<file path="src/rtl/gcd_run_controller.sv">
// rtl/gcd_run_controller.sv - per-command GCD run sequencer
// Latches operands, starts the core, waits for DONE (blanked, with timeout), captures results, and reports status.
module gcd_run_controller #(
    parameter int          CNT_W   = 32,
    parameter logic [31:0] TIMEOUT = 32'd1000000,
    parameter logic [3:0]  BLANK   = 4'd2
) (
    input  logic             CLK,
    input  logic             RESETn,
    input  logic             CMD_GO,
    input  logic             CMD_ABORT,
    input  logic             IRQ_CLR,
    input  logic             DONE,
    output logic             ARG_LATCH,
    output logic             GCD_START,
    output logic             RES_CAPTURE,
    output logic             BUSY,
    output logic             IRQ,
    output logic [1:0]       STATUS,
    output logic [CNT_W-1:0] CYCLES,
    output logic [7:0]       RUN_ID
);

    typedef enum logic [2:0] {
        S_IDLE,
        S_LATCH,
        S_START,
        S_WAIT,
        S_CAPTURE
    } state_e;

    localparam logic [1:0] ST_NONE    = 2'b00;
    localparam logic [1:0] ST_OK      = 2'b01;
    localparam logic [1:0] ST_TIMEOUT = 2'b10;
    localparam logic [1:0] ST_ABORT   = 2'b11;

    localparam bit              TIMEOUT_EN   = (TIMEOUT != 32'd0);
    localparam logic [CNT_W-1:0] TIMEOUT_LAST = CNT_W'(TIMEOUT - 32'd1);

    state_e           state_q, state_d;
    logic [3:0]       blank_q, blank_d;
    logic [CNT_W-1:0] cycles_q, cycles_d;
    logic [1:0]       status_q, status_d;
    logic [7:0]       run_id_q, run_id_d;
    logic             irq_q, irq_d;
    logic             arg_latch_q, arg_latch_d;
    logic             gcd_start_q, gcd_start_d;
    logic             res_capture_q, res_capture_d;
    logic             busy_q, busy_d;
    logic             irq_set, irq_clr;

    always_comb begin
        state_d  = state_q;
        blank_d  = blank_q;
        cycles_d = cycles_q;
        status_d = status_q;
        run_id_d = run_id_q;
        irq_set  = 1'b0;
        irq_clr  = IRQ_CLR;

        case (state_q)
            S_IDLE: begin
                if (CMD_GO) begin
                    state_d  = S_LATCH;
                    status_d = ST_NONE;
                    irq_clr  = 1'b1;
                end
            end
            S_LATCH: begin
                cycles_d = '0;
                if (CMD_ABORT) begin
                    state_d  = S_IDLE;
                    status_d = ST_ABORT;
                    irq_set  = 1'b1;
                end else begin
                    state_d = S_START;
                end
            end
            S_START: begin
                blank_d = BLANK;
                if (CMD_ABORT) begin
                    state_d  = S_IDLE;
                    status_d = ST_ABORT;
                    irq_set  = 1'b1;
                end else begin
                    state_d = S_WAIT;
                end
            end
            S_WAIT: begin
                // Exit decisions use pre-increment values; the exit cycle still counts.
                if (cycles_q != '1) cycles_d = cycles_q + CNT_W'(1);
                if (blank_q != 4'd0) blank_d = blank_q - 4'd1;
                if (CMD_ABORT) begin
                    state_d  = S_IDLE;
                    status_d = ST_ABORT;
                    irq_set  = 1'b1;
                end else if (DONE && (blank_q == 4'd0)) begin
                    state_d = S_CAPTURE;
                end else if (TIMEOUT_EN && (cycles_q == TIMEOUT_LAST)) begin
                    state_d  = S_IDLE;
                    status_d = ST_TIMEOUT;
                    irq_set  = 1'b1;
                end
            end
            S_CAPTURE: begin
                state_d  = S_IDLE;
                status_d = ST_OK;
                irq_set  = 1'b1;
                run_id_d = run_id_q + 8'd1;
            end
            default: state_d = S_IDLE;
        endcase

        irq_d         = irq_set | (irq_q & ~irq_clr);
        // Pulses are flopped from the next state so they coincide with the state itself.
        arg_latch_d   = (state_d == S_LATCH);
        gcd_start_d   = (state_d == S_START);
        res_capture_d = (state_d == S_CAPTURE);
        busy_d        = (state_d != S_IDLE);
    end

    always_ff @(posedge CLK or negedge RESETn) begin
        if (!RESETn) begin
            state_q       <= S_IDLE;
            blank_q       <= 4'd0;
            cycles_q      <= '0;
            status_q      <= ST_NONE;
            run_id_q      <= 8'd0;
            irq_q         <= 1'b0;
            arg_latch_q   <= 1'b0;
            gcd_start_q   <= 1'b0;
            res_capture_q <= 1'b0;
            busy_q        <= 1'b0;
        end else begin
            state_q       <= state_d;
            blank_q       <= blank_d;
            cycles_q      <= cycles_d;
            status_q      <= status_d;
            run_id_q      <= run_id_d;
            irq_q         <= irq_d;
            arg_latch_q   <= arg_latch_d;
            gcd_start_q   <= gcd_start_d;
            res_capture_q <= res_capture_d;
            busy_q        <= busy_d;
        end
    end

    assign ARG_LATCH   = arg_latch_q;
    assign GCD_START   = gcd_start_q;
    assign RES_CAPTURE = res_capture_q;
    assign BUSY        = busy_q;
    assign IRQ         = irq_q;
    assign STATUS      = status_q;
    assign CYCLES      = cycles_q;
    assign RUN_ID      = run_id_q;

endmodule
</file>
<file path="config.mk">
export PLATFORM = sky130hd
export DESIGN_NAME = gcd_run_controller
export DESIGN_NICKNAME = d
export VERILOG_FILES = /design/src/rtl/gcd_run_controller.sv
export SDC_FILE = /design/constraint.sdc
export NUM_CORES = 1
export LEC_CHECK = 0
export CORE_UTILIZATION = 53
export DETAILED_ROUTE_END_ITERATION = 8
export MAX_ROUTING_LAYER = met4
export PLACE_DENSITY = 0.82
export SLEW_MARGIN = 20
export SYNTH_ARGS = -nofsm -noshare
export SYNTH_HDL_FRONTEND = slang
export SYNTH_SLANG_ARGS = --single-unit
</file>
<file path="constraint.sdc">
create_clock -name CLK -period 2.2 [get_ports CLK]
set_input_delay 0.22 -clock CLK [delete_from_list [all_inputs] [get_ports CLK]]
set_output_delay 0.22 -clock CLK [all_outputs]
set_load 0.005 [all_outputs]
</file>
==> reports/results.ini, run 1 <==
[cts]
cts_resized=0
post_cts_buffers=0
clock-sinks=54
path_clk_slew_ns=0.10
ctsHoldBuffers=0
cts_tree=done
clockBufferDepth=2
h-tree-depth=2
cts-root-buf=clkbuf_8
cts_buffers=5
insertion_delay_ns=0.32

[power_and_ir_drop]
p_per_area_nw_per_um2=722.1
leakage_nw=1.508
ir_drop_mv=0.3668
power.total_w=0.002740

[grt]
grt_max_degree=55
grt_pass1_vias=2678
grtUsageTotal=0.2791
grt_overflow=0
grt_antenna_before_repair=0
grt_pass1_wl_mm=12.61

[route]
drtIter0Drc=155
wl_per_cell_um=16.49
drc=0
vias_per_cell=6.168
ant_nets=0
dr.pass1.iters=4
routed_wl_mm=7.569
vias=2831

[logic_synthesis]
ys_ff_latch=54
syn_nets=322
yosys_warnings=0
synth.distinct_cells=51
syn_inst=313
syn_area_sq_um=2940
avgSynthCellArea_sq_um=9.394
yosysSeqAreaShare=0.4596

[cells_and_area]
final_core_util=0.7246
layout.nets=397
drive_gt1_frac=0.1260
diodes=0
fillers=402
area_growth_pct=29.06

[sta]
fin_worst_skew_ns=0.009497
maxSlewViolCount=0
rsz0062_at_grt=no
period_minus_slack_ns=2.075
hold_violations=0
slew_headroom=0.5520
hold_ws_ns=0.01960
worstMarginPinSlew_ns=0.6720
fin_tns_setup_ns=0
finalCritPeriodShare=0.9433
setup_viol=0
setup_slack_ns=0.1248
max_freq_mhz=481.9

[critical_path]
cp_slowest_stage_delay_ns=0.58
worst_ep_required_time_ns=2.40
worstPathArrival_ns=2.28
cp_top_family=simple AND/OR/NAND/NOR gates
r2r_end=CYCLES[0]$_DFFE_PN0P_
rr_worst_depth=5
r2r-start=CYCLES[7]$_DFFE_PN0P_
cp-end-kind=register
rrSetupSlack_ns=0.12
slowest_stage=or4_4
path_buf_inv=0
cp-start-kind=register
crit_type=reg -> reg
path_max_fanout=8
path_cells=nand3_4, or4_4, or4_4, a31oi_1, a31oi_1

[floorplanning]
die_area_sq_um=5850
num_io_pins=53
fp.dieW_um=76.49
rows=26
core-area_sq_um=5238
die_y_um=76.49
start_util=0.5614

[placed_design]
gp_congestion=0.9199
placement.io_buffers=52
post-place-ws_ns=0.1493
dp_hpwl_mm=5.382

[run]
drv_cap=0

[status]
status=finished clean

[min_path]
hold_class=in -> async

[cell type report]
class / instances / area (sq um) / area share
Multi-Input combinational cell: 236 / 1494 / 0.3937
Sequential cell: 54 / 1351 / 0.3561
Timing Repair Buffer: 80 / 725.7 / 0.1912
Tap cell: 70 / 87.58 / 0.02308
Clock buffer: 6 / 82.58 / 0.02176
Inverter: 11 / 41.29 / 0.01088
Clock inverter: 2 / 12.51 / 0.003297
[synthesized netlist by cell type (all sizes together)]
library cell / count / area, sq um
dfrtp: 54 / 1351
nand2: 23 / 86.33
a21oi: 22 / 110.1
nand3: 20 / 117.6
o21ai: 20 / 100.1
nand4: 18 / 112.6
or3: 17 / 107.6
nor2: 15 / 56.30
inv: 11 / 41.29
nor3: 10 / 50.05
xnor2: 10 / 87.58
or4: 8 / 67.56
a31oi: 7 / 43.79
clkbuf: 7 / 26.28
o31ai: 7 / 66.31
and3: 5 / 31.28
and4: 5 / 43.79
buf: 5 / 27.53
nor4: 5 / 46.29
and2: 4 / 25.02
nand2b: 4 / 25.02
nor4b: 4 / 35.03
o211ai: 4 / 30.03
a221o: 3 / 31.28
ha: 3 / 37.54
mux2i: 2 / 20.02
nor2b: 2 / 12.51
o311ai: 2 / 17.52
or2: 2 / 12.51
a211o: 1 / 8.760
a211oi: 1 / 7.510
a21o: 1 / 7.510
a221oi: 1 / 8.760
a22o: 1 / 8.760
a41o: 1 / 10.01
mux2: 1 / 11.26
nand3b: 1 / 7.510
nand4b: 1 / 8.760
nor3b: 1 / 7.510
o22ai: 1 / 6.260
o41ai: 1 / 8.760
or4b: 1 / 10.01
xor2: 1 / 8.760
[worst max path at each step]
| stage | slack, ns | end | from | cells past startpoint |
|---|---|---|---|---|
| after floorplan | 0.13 | CYCLES[6]$_DFFE_PN0P_ | CYCLES[1]$_DFFE_PN0P_ | 6 |
| after global routing | 0.01 | CYCLES[13]$_DFFE_PN0P_ | CYCLES[0]$_DFFE_PN0P_ | 7 |
| final | 0.12 | CYCLES[0]$_DFFE_PN0P_ | CYCLES[7]$_DFFE_PN0P_ | 5 |
| after CTS | 0.13 | CYCLES[0]$_DFFE_PN0P_ | CYCLES[7]$_DFFE_PN0P_ | 5 |
| after detailed placement | 0.15 | CYCLES[0]$_DFFE_PN0P_ | CYCLES[7]$_DFFE_PN0P_ | 5 |
| after global placement | 0.20 | CYCLES[0]$_DFFE_PN0P_ | CYCLES[7]$_DFFE_PN0P_ | 5 |
[cells in the final DEF, fill, tap and decap left out, types with 11 or more instances in the layout]
cell type	netlist	layout
dfrtp_1	54	54
clkdlybuf4s50_1	0	51
buf_4	1	28
nand2_1	23	23
a21oi_1	22	22
o21ai_0	20	20
nand4_1	18	18
nand3_1	18	18
or3_1	16	16
nor2_1	15	15
inv_1	11	11
[cells by family (layout without fill, tap and decap cells)]
kind of cell    Yosys count  in the layout  share of synthesized area
xor+xnor                 11             11                    0.03277
compound gates           73             73                     0.1583
simple gates            146            146                     0.2936
flops                    54             54                     0.4596
mux                       3              3                    0.01064
fa+ha+maj                 3              3                    0.01277
buf+inv                  23             99                    0.03234
[state kept, by name (all words and copies together), names as in the netlist]
| name | count |
|---|---|
| state_q | 3 |
| RES_CAPTURE | 1 |
| BUSY | 1 |
| GCD_START | 1 |
| CYCLES | 32 |
| RUN_ID | 8 |
| STATUS | 2 |
| blank_q | 4 |
| IRQ | 1 |
| ARG_LATCH | 1 |
[metal layers]
metal | global-route usage | vias to the layer above | routed length, um
met2 | 0.4586 | 106 | 3774
met5 | - | - | 0
met3 | 0.04671 | 17 | 413
li1 | - | 1334 | -
met4 | 0.09808 | 0 | 172
met1 | 0.3487 | 1374 | 3208
[where the power goes]
group | internal, W | switching [W]
logic | 0.000411 | 0.000557
registers | 0.00111 | 0.0000764
clock network | 0.000254 | 0.000334
total | 0.00177 | 0.000967
[per-stage QoR]
stage / cells / instance area [sq um]
floorplan: 313 / 2940
CTS: 459 / 3795
finish: 459 / 3795
detailed placement: 451 / 3700
global placement: 451 / 3700
global route: 459 / 3795
[worst register-to-register path: stages (launching register included)]
cell and delay, ns:
dfrtp_1 0.46, nand3_4 0.16, or4_4 0.59, or4_4 0.51, a31oi_1 0.18, a31oi_1 0.06
Note: power is estimated with default switching activity, not from simulation.
==> run 2, diff against run 1 <==
ABC_CLOCK_PERIOD_IN_PS = 2200   (was not set)
GPL_ROUTABILITY_DRIVEN = 0   (was not set)
==> results of run 2 <==
The final DEF is identical to that of run 1; final timing and power are the same.
==> run 3, diff against run 2 <==
CAP_MARGIN = 30   (was not set)
CORE_MARGIN = 2   (was not set)
SETUP_SLACK_MARGIN = 0.02   (was not set)
==> run 3 against run 2 <==
  * The run now ends with DRC left
  * Non-clock buffer count stayed put
  * Routed wire length grew 2.8%
  * Register-to-register slack worse by 0.02 ns
  * Worst hold slack better by 0.43 ns
  * Worst setup slack worse by 0.023 ns
  * Critical path type unchanged
==> reports/results.ini, run 3 (same netlist as run 1, synthesis figures left out) <==
[cts]
h-tree-depth=2  ; unchanged
cts_buffers=5  ; unchanged
cts-root-buf=clkbuf_8
insertion_delay_ns=0.31  ; about the same
post_cts_buffers=0  ; unchanged
clock-sinks=54  ; unchanged
path_clk_slew_ns=0.09  ; about the same
cts_tree=done
clockBufferDepth=2  ; unchanged

[power_and_ir_drop]
leakage_nw=1.504  ; -0.26%
ir_drop_mv=0.4189  ; +14%
p_per_area_nw_per_um2=705.2  ; -2.3%

[critical_path]
r2r-start=CYCLES[7]$_DFFE_PN0P_
rr_worst_depth=5  ; unchanged
path_max_fanout=8  ; unchanged
worst_ep_required_time_ns=2.38  ; -0.02 ns
worstPathArrival_ns=2.28  ; about the same
cp-end-kind=register
crit_type=reg -> reg
rrSetupSlack_ns=0.10  ; -0.02 ns
r2r_end=CYCLES[0]$_DFFE_PN0P_
cp-start-kind=register

[cells_and_area]
multi_input_area_sq_um=1499  ; +0.34%
mostFrequentLayoutCell=dfrtp_1
largest_reg_flops=32  ; unchanged
drive_gt1_frac=0.1237  ; -0.002253
final_cell_mix=dfrtp_1 (54), clkdlybuf4s50_1 (51), buf_4 (27), nand2_1 (23), a21oi_1 (22)
fillers=454  ; +13%
seq_area_sq_um=1351  ; unchanged
layout.nets=397  ; unchanged
stdcell_count=460  ; +0.22%
diodes=0  ; unchanged
area_growth_pct=28.85

[min_path]
hold_class=in -> async

[floorplanning]
num_io_pins=53  ; unchanged
fp.dieW_um=78.49  ; +2.6%
die_y_um=78.49  ; +2.6%
die_area_sq_um=6160  ; +5.3%
rows=27  ; +3.8%
core-area_sq_um=5439  ; +3.8%
start_util=0.5406  ; -0.02079

[sta]
worstMarginPinSlew_ns=0.5914  ; -0.08061 ns
max_freq_mhz=476.6  ; -1.1%
fin_tns_setup_ns=0  ; unchanged
hold_violations=0  ; unchanged
period_minus_slack_ns=2.098  ; +0.02302 ns
finalCritPeriodShare=0.9537  ; +0.01046
rsz0062_at_grt=no
fin_worst_skew_ns=0.005738  ; -0.003759 ns
slew_headroom=0.6058  ; +0.05374
maxSlewViolCount=0  ; unchanged
setup_viol=0  ; unchanged

[grt]
grt_antenna_before_repair=0  ; unchanged
grt_util_met3=0.04943  ; +0.002719
grt_pass1_wl_mm=12.66  ; +0.38%
top_usage_layer=met2
grt_use_met1=0.3198  ; -0.02896
grt_max_degree=27  ; -51%
grtUsageTotal=0.2678  ; -0.01132
grt_overflow=0  ; unchanged
grt_use_met2=0.4578  ; -0.0007999
grt_pass1_vias=2716  ; +1.4%

[route]
vias=2845  ; +0.49%
routed_wl_mm=7.781  ; +2.8%
drc=1  ; +1
wl_per_cell_um=16.92  ; +2.6%
dr.pass1.iters=6  ; +2
ant_nets=0  ; unchanged
vias_per_cell=6.185  ; +0.28%
drtIter0Drc=189  ; +22%

[placed_design]
placement.io_buffers=52  ; unchanged
dp_hpwl_mm=5.583  ; +3.7%
numPlacedInstances=452  ; +0.22%

[status]
status=complete, but fails checks
violations=DRC

[run]
drv_cap=0  ; unchanged

[run 3: worst max-delay path by stage]
stage / from / cells past startpoint / end / slack [ns]
5_1_grt: CYCLES[2]$_DFFE_PN0P_ / 5 / CYCLES[23]$_DFFE_PN0P_ / 0.02
3_5_place_dp: CYCLES[7]$_DFFE_PN0P_ / 5 / CYCLES[0]$_DFFE_PN0P_ / 0.15
3_3_place_gp: CYCLES[7]$_DFFE_PN0P_ / 5 / CYCLES[0]$_DFFE_PN0P_ / 0.21
6_report: CYCLES[7]$_DFFE_PN0P_ / 5 / CYCLES[0]$_DFFE_PN0P_ / 0.10
4_1_cts: CYCLES[7]$_DFFE_PN0P_ / 5 / CYCLES[0]$_DFFE_PN0P_ / 0.14
2_1_floorplan: CYCLES[1]$_DFFE_PN0P_ / 6 / CYCLES[6]$_DFFE_PN0P_ / 0.13
[run 3: power breakdown]
| part | switching, W | leakage, nW | total (W) | internal [W] |
|---|---|---|---|---|
| sequential | 0.0000993 | 0.734 | 0.00121 | 0.00111 |
| clock | 0.000325 | 0.0438 | 0.000540 | 0.000215 |
| combinational | 0.000525 | 0.727 | 0.000924 | 0.000399 |
[run 3: worst max-delay path, stage by stage (launching register included)]
cell and delay (ns):
dfrtp_1 0.46, nand3_4 0.15, or4_4 0.59, or4_4 0.51, a31oi_1 0.19, a31oi_1 0.08
[run 3: metrics by stage]
stage / cell area (sq um) / hold WS [ns] / util / setup WS, ns / power [W]
floorplan: 2940 / -0.07559 / - / 0.1261 / 0.001741
global placement: 3695 / 0.2570 / 0.6793 / 0.2104 / 0.002109
detailed placement: 3695 / 0.2568 / 0.6793 / 0.1532 / 0.002131
CTS: 3784 / 0.4682 / 0.6957 / 0.1395 / 0.002662
global route: 3789 / 0.5035 / 0.6966 / 0.02095 / 0.002822
finish: 3789 / 0.4536 / 0.6966 / 0.1018 / 0.002672
[run 3: final cells by class]
| type | count | share of cell area |
|---|---|---|
| clock buffers | 5 | 0.01816 |
| clock inverters | 2 | 0.002642 |
| well taps | 72 | 0.02378 |
| repair buffers | 80 | 0.1922 |
| inverters | 11 | 0.01090 |
| multi-input cells | 236 | 0.3956 |
| flip-flops and latches | 54 | 0.3567 |
[run 3: what timing repair did]
item	in CTS	in global routing
gates resized for setup	0	1
hold endpoints to repair	24	0
hold buffers	1	0
setup endpoints to repair	0	3
[run 3: routing by layer]
metal  up-vias  wire (um)
met2       122       3881
met4         0        139
met3        16        469
li1       1334          -
met5         -          0
met1      1373       3290
